==> src/rtl/adder_pkg.sv <==
// Shared definitions for the bit-serial adder: FSM state encoding and default width.
package adder_pkg;

  localparam int WIDTH_DEFAULT = 8;

  localparam logic [1:0] IDLE  = 2'd0;
  localparam logic [1:0] SHIFT = 2'd1;
  localparam logic [1:0] DONE  = 2'd2;

endpackage

==> src/rtl/full_adder.sv <==
// Structural one-bit full adder cell; the only arithmetic in the serial adder.
module full_adder (
  input  logic a,
  input  logic b,
  input  logic cin,
  output logic sum,
  output logic carry
);

  assign sum   = a ^ b ^ cin;
  assign carry = (a & b) | (cin & (a ^ b));

endmodule

==> src/rtl/serial_adder.sv <==
// Bit-serial WIDTH-bit adder: one full_adder cell plus a registered carry, LSB first,
// with a one-cycle done pulse and registered sum/cout that hold until the next result.
module serial_adder
  import adder_pkg::*;
#(
  parameter int WIDTH = WIDTH_DEFAULT
) (
  input  logic             clk,
  input  logic             rst,
  input  logic             start,
  input  logic [WIDTH-1:0] a,
  input  logic [WIDTH-1:0] b,
  input  logic             cin,
  output logic             busy,
  output logic             done,
  output logic [WIDTH-1:0] sum,
  output logic             cout
);

  localparam int CNT_W = (WIDTH > 1) ? $clog2(WIDTH) : 1;
  localparam logic [CNT_W-1:0] LAST = CNT_W'(WIDTH - 1);

  logic [1:0]       state;
  logic [1:0]       state_nxt;
  logic [WIDTH-1:0] a_sr;
  logic [WIDTH-1:0] b_sr;
  logic [WIDTH-1:0] s_sr;
  logic             carry_q;
  logic [CNT_W-1:0] cnt;
  logic             fa_sum;
  logic             fa_carry;
  logic             last_bit;

  full_adder u_fa (
    .a    (a_sr[0]),
    .b    (b_sr[0]),
    .cin  (carry_q),
    .sum  (fa_sum),
    .carry(fa_carry)
  );

  assign last_bit = (cnt == LAST);

  always_ff @(posedge clk) begin
    if (rst) state <= IDLE;
    else     state <= state_nxt;
  end

  always_comb begin
    state_nxt = state;
    case (state)
      IDLE:    if (start) state_nxt = SHIFT;
      SHIFT:   if (last_bit) state_nxt = DONE;
      DONE:    state_nxt = IDLE;
      default: state_nxt = IDLE;
    endcase
  end

  always_comb begin
    busy = 1'b0;
    done = 1'b0;
    case (state)
      SHIFT:   busy = 1'b1;
      DONE:    begin busy = 1'b1; done = 1'b1; end
      default: begin busy = 1'b0; done = 1'b0; end
    endcase
  end

  // Control-side registers: carry, bit counter and the held result.
  always_ff @(posedge clk) begin
    if (rst) begin
      carry_q <= 1'b0;
      cnt     <= '0;
      sum     <= '0;
      cout    <= 1'b0;
    end else begin
      case (state)
        IDLE: begin
          if (start) begin
            carry_q <= cin;
            cnt     <= '0;
          end
        end
        SHIFT: begin
          carry_q <= fa_carry;
          cnt     <= cnt + 1'b1;
          if (last_bit) begin
            sum  <= {fa_sum, s_sr[WIDTH-1:1]};
            cout <= fa_carry;
          end
        end
        default: ;
      endcase
    end
  end

  // Operand and partial-sum shift registers carry no reset; they are reloaded on every accept.
  always_ff @(posedge clk) begin
    if (state == IDLE && start) begin
      a_sr <= a;
      b_sr <= b;
    end else if (state == SHIFT) begin
      a_sr <= a_sr >> 1;
      b_sr <= b_sr >> 1;
      s_sr <= {fa_sum, s_sr[WIDTH-1:1]};
    end
  end

endmodule
==> config.mk <==
export PLATFORM = sky130hd
export DESIGN_NAME = serial_adder
export DESIGN_NICKNAME = d
export VERILOG_FILES = /design/src/rtl/adder_pkg.sv /design/src/rtl/full_adder.sv /design/src/rtl/serial_adder.sv
export SDC_FILE = /design/constraint.sdc
export NUM_CORES = 1
export LEC_CHECK = 0
export ABC_AREA = 0
export CORE_MARGIN = 10
export CORE_UTILIZATION = 54
export CTS_BUF_LIST = sky130_fd_sc_hd__clkbuf_16
export CTS_CLUSTER_SIZE = 20
export DETAILED_ROUTE_END_ITERATION = 8
export GPL_TIMING_DRIVEN = 0
export PLACE_DENSITY = 0.81
export SLEW_MARGIN = 40
export SYNTH_ARGS = -nofsm -noshare
export SYNTH_HDL_FRONTEND = slang
export SYNTH_SLANG_ARGS = --single-unit
export TNS_END_PERCENT = 20
==> constraint.sdc <==
create_clock -name clk -period 3.6 [get_ports clk]
set_input_delay 0.36 -clock clk [delete_from_list [all_inputs] [get_ports clk]]
set_output_delay 0.36 -clock clk [all_outputs]
set_load 0.02 [all_outputs]
==> flow_summary.toml, run 1 <==
[sta]
skew_ps = 2.46
worst_pin_slew_ps = 681
setup_viol = 0
maxSlewViolCount = 0
slew_headroom = 0.545
fin_tns_setup_ps = 0
fmax_ghz = 0.487
finalCritPeriodShare = 0.570
rsz0062_at_grt = "false"
layout_setup_ws_ps = 1550
hold_viol = 0
period_minus_slack_ps = 2050

[placement]
dp_hpwl_um = 2240
dp_slack_ps = 1440
gp_congestion = 0.743
io_buffer_count = 30
placed_area_um2 = 1950

[floorplanning]
die_area_um2 = 5560
start_util = 0.573
fp-row-count = 19
die_h_um = 74.5
ios = 31
core-area_um2 = 2810
die_w_um = 74.5

[status]
status = "completed"

[worst_setup_path]
rrSetupSlack_ps = 1550
r2r_start = "state[1]"
crit_required_ps = 3510
worstPathArrival_ps = 1960
setup.worst_path.start = "state[1]"
startpoint_type = "register"
reg2reg_depth = 5
critPathCaptureType = "register"
timing.rr.end = "a_sr[2]"
crit_type = "register to register"
path_max_fanout = 16

[detailed_routing]
wl_met3_um = 181
drtIter0Drc = 93
top_layer = "met4"
wl_met1_um = 1410
wirelength_um = 3090
vias = 1010
firstDrtPassIters = 4
vias_per_cell = 5.34
ant_nets = 0
drc_errors = 0
wl_per_cell_um = 16.3
route.met2.wl_um = 1430

[clock_network]
cts-hold-fix-buffers = 0
numCtsBuffers = 5
root_buffer = "clkbuf_16"
clk_path_buf_depth = 2
cts_tree = "yes"
cts_sinks = 38
insertion_delay_ps = 280
path_clk_slew_ps = 50
h-tree-depth = 2
post-cts-setup-buffers = 0
post_cts_resized = 0

[synth]
syn_inst = 120
synth_ff_type = "edfxtp_1"
yosys-top-cells-area = "edfxtp_1 (43%), dfxtp_1 (19%), mux2_4 (8.4%), ha_1 (4.7%), a21oi_1 (3.7%)"
synth_edf_count = 23
synth_largest_area_cell = "edfxtp_1"
syn_avg_cell_area_um2 = 13.4
synth_cell_types = 25
ys_ff_latch = 38
yosysWarnings = 0
synth.net_count = 147
synth_top_area_frac = 0.430
syn_area_um2 = 1610
synth_commonest_cells = "edfxtp_1 (23), dfxtp_1 (15), nand2_1 (13)"
yosysMostFrequentCell = "edfxtp_1"
async_reset_ff_frac = 0
synth-seq-area-share = 0.617

[grt]
antenna_found_initial = 0
grt_use_total = 0.119
grt_max_degree = 17
grt_pass1_wl_um = 4830
grt_overflow = 0
grt_pass1_vias = 1004

[worst_hold_path]
holdPathStages = 2
hp-class = "register to register"
worstHoldStart = "sum[2]"
hold_path_end = "sum[2]"

[power_and_ir_drop]
power.density_nw_per_um2 = 561
power_leakage_nw = 0.808
total_power_mw = 1.18
peakVddDrop_uv = 429

[layout]
syn2layout_area_growth_pct = 31.1
finalInstanceArea_um2 = 2110
layout.nets = 184
drive_gt1_frac = 0.196
finalCoreUtilization = 0.751
antennaDiodeCount = 0

[flow_run]
maxCapViolCount = 0
-- cell type report --
class	instances	area [µm²]
Tap cell	31	38.8
Sequential cell	38	991
Clock inverter	2	10.0
Timing Repair Buffer	30	300
Buffer	6	37.5
Multi-Input combinational cell	72	563
Fill cell	192	699
Inverter	4	15.0
Clock buffer	6	150
-- through the flow --
step                      hold WS [ps]  instances
after floorplan                    427        120
after global placement             430        181
after detailed placement           439        181
after CTS                          453        189
after global routing               465        189
final                              451        189
-- worst max-delay path by stage --
stage	endpoint
finish	a_sr[2]
global route	a_sr[2]
CTS	a_sr[7]
detailed placement	b_sr[3]
global placement	b_sr[2]
floorplan	a_sr[0]
-- worst max-delay path, cell delays in order, from the launching register on --
cell and delay, ps:
dfxtp_1 330, inv_1 120, ha_1 380, buf_2 270
inv_1 80, nand2_1 510
-- routing by layer --
metal	vias up	global-route usage
li1	509	-
met1	469	0.134
met2	27	0.176
met3	5	0.0625
met4	0	0.0672
met5	-	0
-- power by group --
| part | total [mW] | leakage (nW) | internal, mW | switching, mW |
|---|---|---|---|---|
| registers | 0.557 | 0.345 | 0.537 | 0.0210 |
| clock network | 0.458 | 0.0818 | 0.296 | 0.163 |
| logic | 0.166 | 0.380 | 0.0885 | 0.0771 |
| total | 1.18 | 0.808 | 0.921 | 0.261 |
-- cell families (layout without fill, tap and decap cells) --
| logic type | Yosys count | after routing | synth area share |
|---|---|---|---|
| and+or+nand+nor | 32 | 32 | 0.0974 |
| AOI/OAI and AO/OA | 18 | 18 | 0.0685 |
| DFF | 38 | 38 | 0.617 |
| muxes | 15 | 15 | 0.125 |
| adders and majority gates | 7 | 7 | 0.0592 |
| buffers and inverters | 10 | 48 | 0.0327 |
-- flip-flops by register name, summed over array words and instances (netlist names) --
name,cells
a_sr,8
b_sr,8
carry_q,1
cnt,3
cout,1
s_sr,7
state,2
sum,8
-- placed cells by master, fill, tap and decap left out, drive strengths merged --
cell type	n
clkdlybuf4s50	30
edfxtp	23
dfxtp	15
nand2	14
mux2	14
a21oi	12
nand3	10
clkbuf	7
ha	6
buf	5
inv	4
nor2	3
and3	2
nand2b	2
a32oi	2
clkinv	2
mux2i	1
nand3b	1
a21o	1
a211oi	1
a31oi	1
o221a	1
fa	1
Note: power is estimated with default switching activity, not from simulation.
==> inputs of run 2 (changes only) <==
--- a/config.mk
+++ b/config.mk
@@ -7,12 +7,12 @@
 export LEC_CHECK = 0
 export ABC_AREA = 0
 export CORE_MARGIN = 10
-export CORE_UTILIZATION = 54
+export CORE_UTILIZATION = 45
 export CTS_BUF_LIST = sky130_fd_sc_hd__clkbuf_16
 export CTS_CLUSTER_SIZE = 20
 export DETAILED_ROUTE_END_ITERATION = 8
 export GPL_TIMING_DRIVEN = 0
-export PLACE_DENSITY = 0.81
+export PLACE_DENSITY = 0.72
 export SLEW_MARGIN = 40
 export SYNTH_ARGS = -nofsm -noshare
 export SYNTH_HDL_FRONTEND = slang
==> constraint.sdc (replaced) <==
create_clock -name clk -period 1.7 [get_ports clk]
set_input_delay 0.17 -clock clk [delete_from_list [all_inputs] [get_ports clk]]
set_output_delay 0.17 -clock clk [all_outputs]
set_load 0.02 [all_outputs]
==> flow_summary.toml, run 2 (synthesis results as in run 1) <==
[worst_setup_path]
r2r_start = "state[0]"
timing.rr.end = "b_sr[6]"
rrSetupSlack_ps = 100
worstPathArrival_ps = 1630
slowest_delay_ps = 370
path_max_fanout = 10
path_delay_family = "flip-flops"
crit_type = "register to register"
reg2reg_depth = 5
cp_cell_sequence = "inv_1 -> ha_2 -> nand2_4 -> buf_6 -> mux2_4"
startpoint_type = "register"
crit_required_ps = 1730
crit_slowest_cell = "dfxtp_1"
crit_buf_inv = 2
critPathCaptureType = "register"

[detailed_routing]
vias_per_cell = 5.03
drc_errors = 0
ant_nets = 0
wl_per_cell_um = 14.6
drtIter0Drc = 89
firstDrtPassIters = 4
wirelength_um = 2970
wl_met1_um = 1330
top_layer = "met4"
wl_met3_um = 223
route.met2.wl_um = 1380
vias = 1027

[status]
status = "completed"

[sta]
period_minus_slack_ps = 1600
hold_ws_ps = 452
slew_headroom = 0.698
fin_tns_setup_ps = 0
setup_viol = 0
fmax_ghz = 0.624
maxSlewViolCount = 0
skew_ps = 1.89
hold_viol = 0
worst_pin_slew_ps = 452
rsz0062_at_grt = "false"
finalCritPeriodShare = 0.943

[clock_network]
numCtsBuffers = 5
path_clk_slew_ps = 60
post-cts-setup-buffers = 0
clk_path_buf_depth = 2
h-tree-depth = 2
root_buffer = "clkbuf_16"
cts_sinks = 38
insertion_delay_ps = 280
cts_tree = "yes"

[power_and_ir_drop]
power.density_nw_per_um2 = 1230
power_leakage_nw = 0.836
peakVddDrop_uv = 598
total_power_mw = 2.67

[floorplanning]
ios = 31
fp-row-count = 21
core-area_um2 = 3390
die_w_um = 79.8
die_area_um2 = 6360
start_util = 0.474
die_h_um = 79.8

[layout]
layout_common_cells = "clkdlybuf4s50_1 (28), edfxtp_1 (23), dfxtp_1 (15)"
layout.nets = 184
final_common_cell = "clkdlybuf4s50_1"
multiInputGateArea_um2 = 589
largestRegisters = "a_sr x8, b_sr x8, sum x8"
drive_gt1_frac = 0.215
seq_area_um2 = 991
fill_cells = 262
finalInstanceArea_um2 = 2180
antennaDiodeCount = 0
syn2layout_area_growth_pct = 35.4

[grt]
grt_use_total = 0.103
grt_pass1_wl_um = 5220
antenna_found_initial = 0
grt_overflow = 0
grt_max_degree = 17
grt_pass1_vias = 1109

[worst_hold_path]
hp-class = "register to register"
worstHoldStart = "sum[4]"
hold_path_end = "sum[4]"
holdPathStages = 2

[placement]
gp_congestion = 0.724
io_buffer_count = 30
dp_hpwl_um = 2140
placed_area_um2 = 1960

[flow_run]
maxCapViolCount = 0
run 2: layout make-up:
class	instances	share of cell area
repair buffers	30	0.139
multi-input cells	72	0.271
clock inverters	2	0.0155
clock buffers	6	0.0690
inverters	4	0.00690
plain buffers	6	0.0173
flip-flops and latches	38	0.455
well taps	46	0.0265
run 2: worst register-to-register path, cell delays in order, from the launching register on:
cell,delay (ps)
dfxtp_1,370
inv_1,110
ha_2,250
nand2_4,120
buf_6,190
mux2_4,310
run 2: worst max path at each step:
stage                  start      end  slack [ps]  cells after the start
detailed placement  state[1]  b_sr[0]        -360                      5
floorplan           state[1]  a_sr[0]           2                      5
global placement    state[1]  b_sr[1]        -290                      5
CTS                 state[1]  a_sr[0]          40                      5
global route        state[1]  b_sr[6]          20                      5
finish              state[0]  b_sr[6]         100                      5
run 2: power breakdown:
group / switching, mW / leakage (nW) / internal, mW / total [mW]
sequential: 0.0437 / 0.345 / 1.13 / 1.18
clock: 0.347 / 0.0896 / 0.775 / 1.12
combinational: 0.170 / 0.401 / 0.197 / 0.367
total: 0.561 / 0.836 / 2.11 / 2.67
run 2: stage by stage:
stage | setup slack (ps) | utilization | std cells
floorplan | 1.94 | - | 120
global placement | -291 | 0.580 | 196
finish | 96.3 | 0.642 | 204
global route | 21.7 | 0.642 | 204
detailed placement | -359 | 0.580 | 196
CTS | 37.7 | 0.636 | 204
run 2: timing repair:
| item | in CTS | in global routing |
|---|---|---|
| setup endpoints to repair | 18 | 12 |
| gates resized for setup | 4 | 4 |
| hold buffers | 0 | 0 |
run 2: per-layer routing:
layer | global-route usage | up-vias
li1 | - | 510
met1 | 0.125 | 482
met2 | 0.157 | 29
met4 | 0.0317 | 0
met3 | 0.0507 | 6
met5 | 0 | -
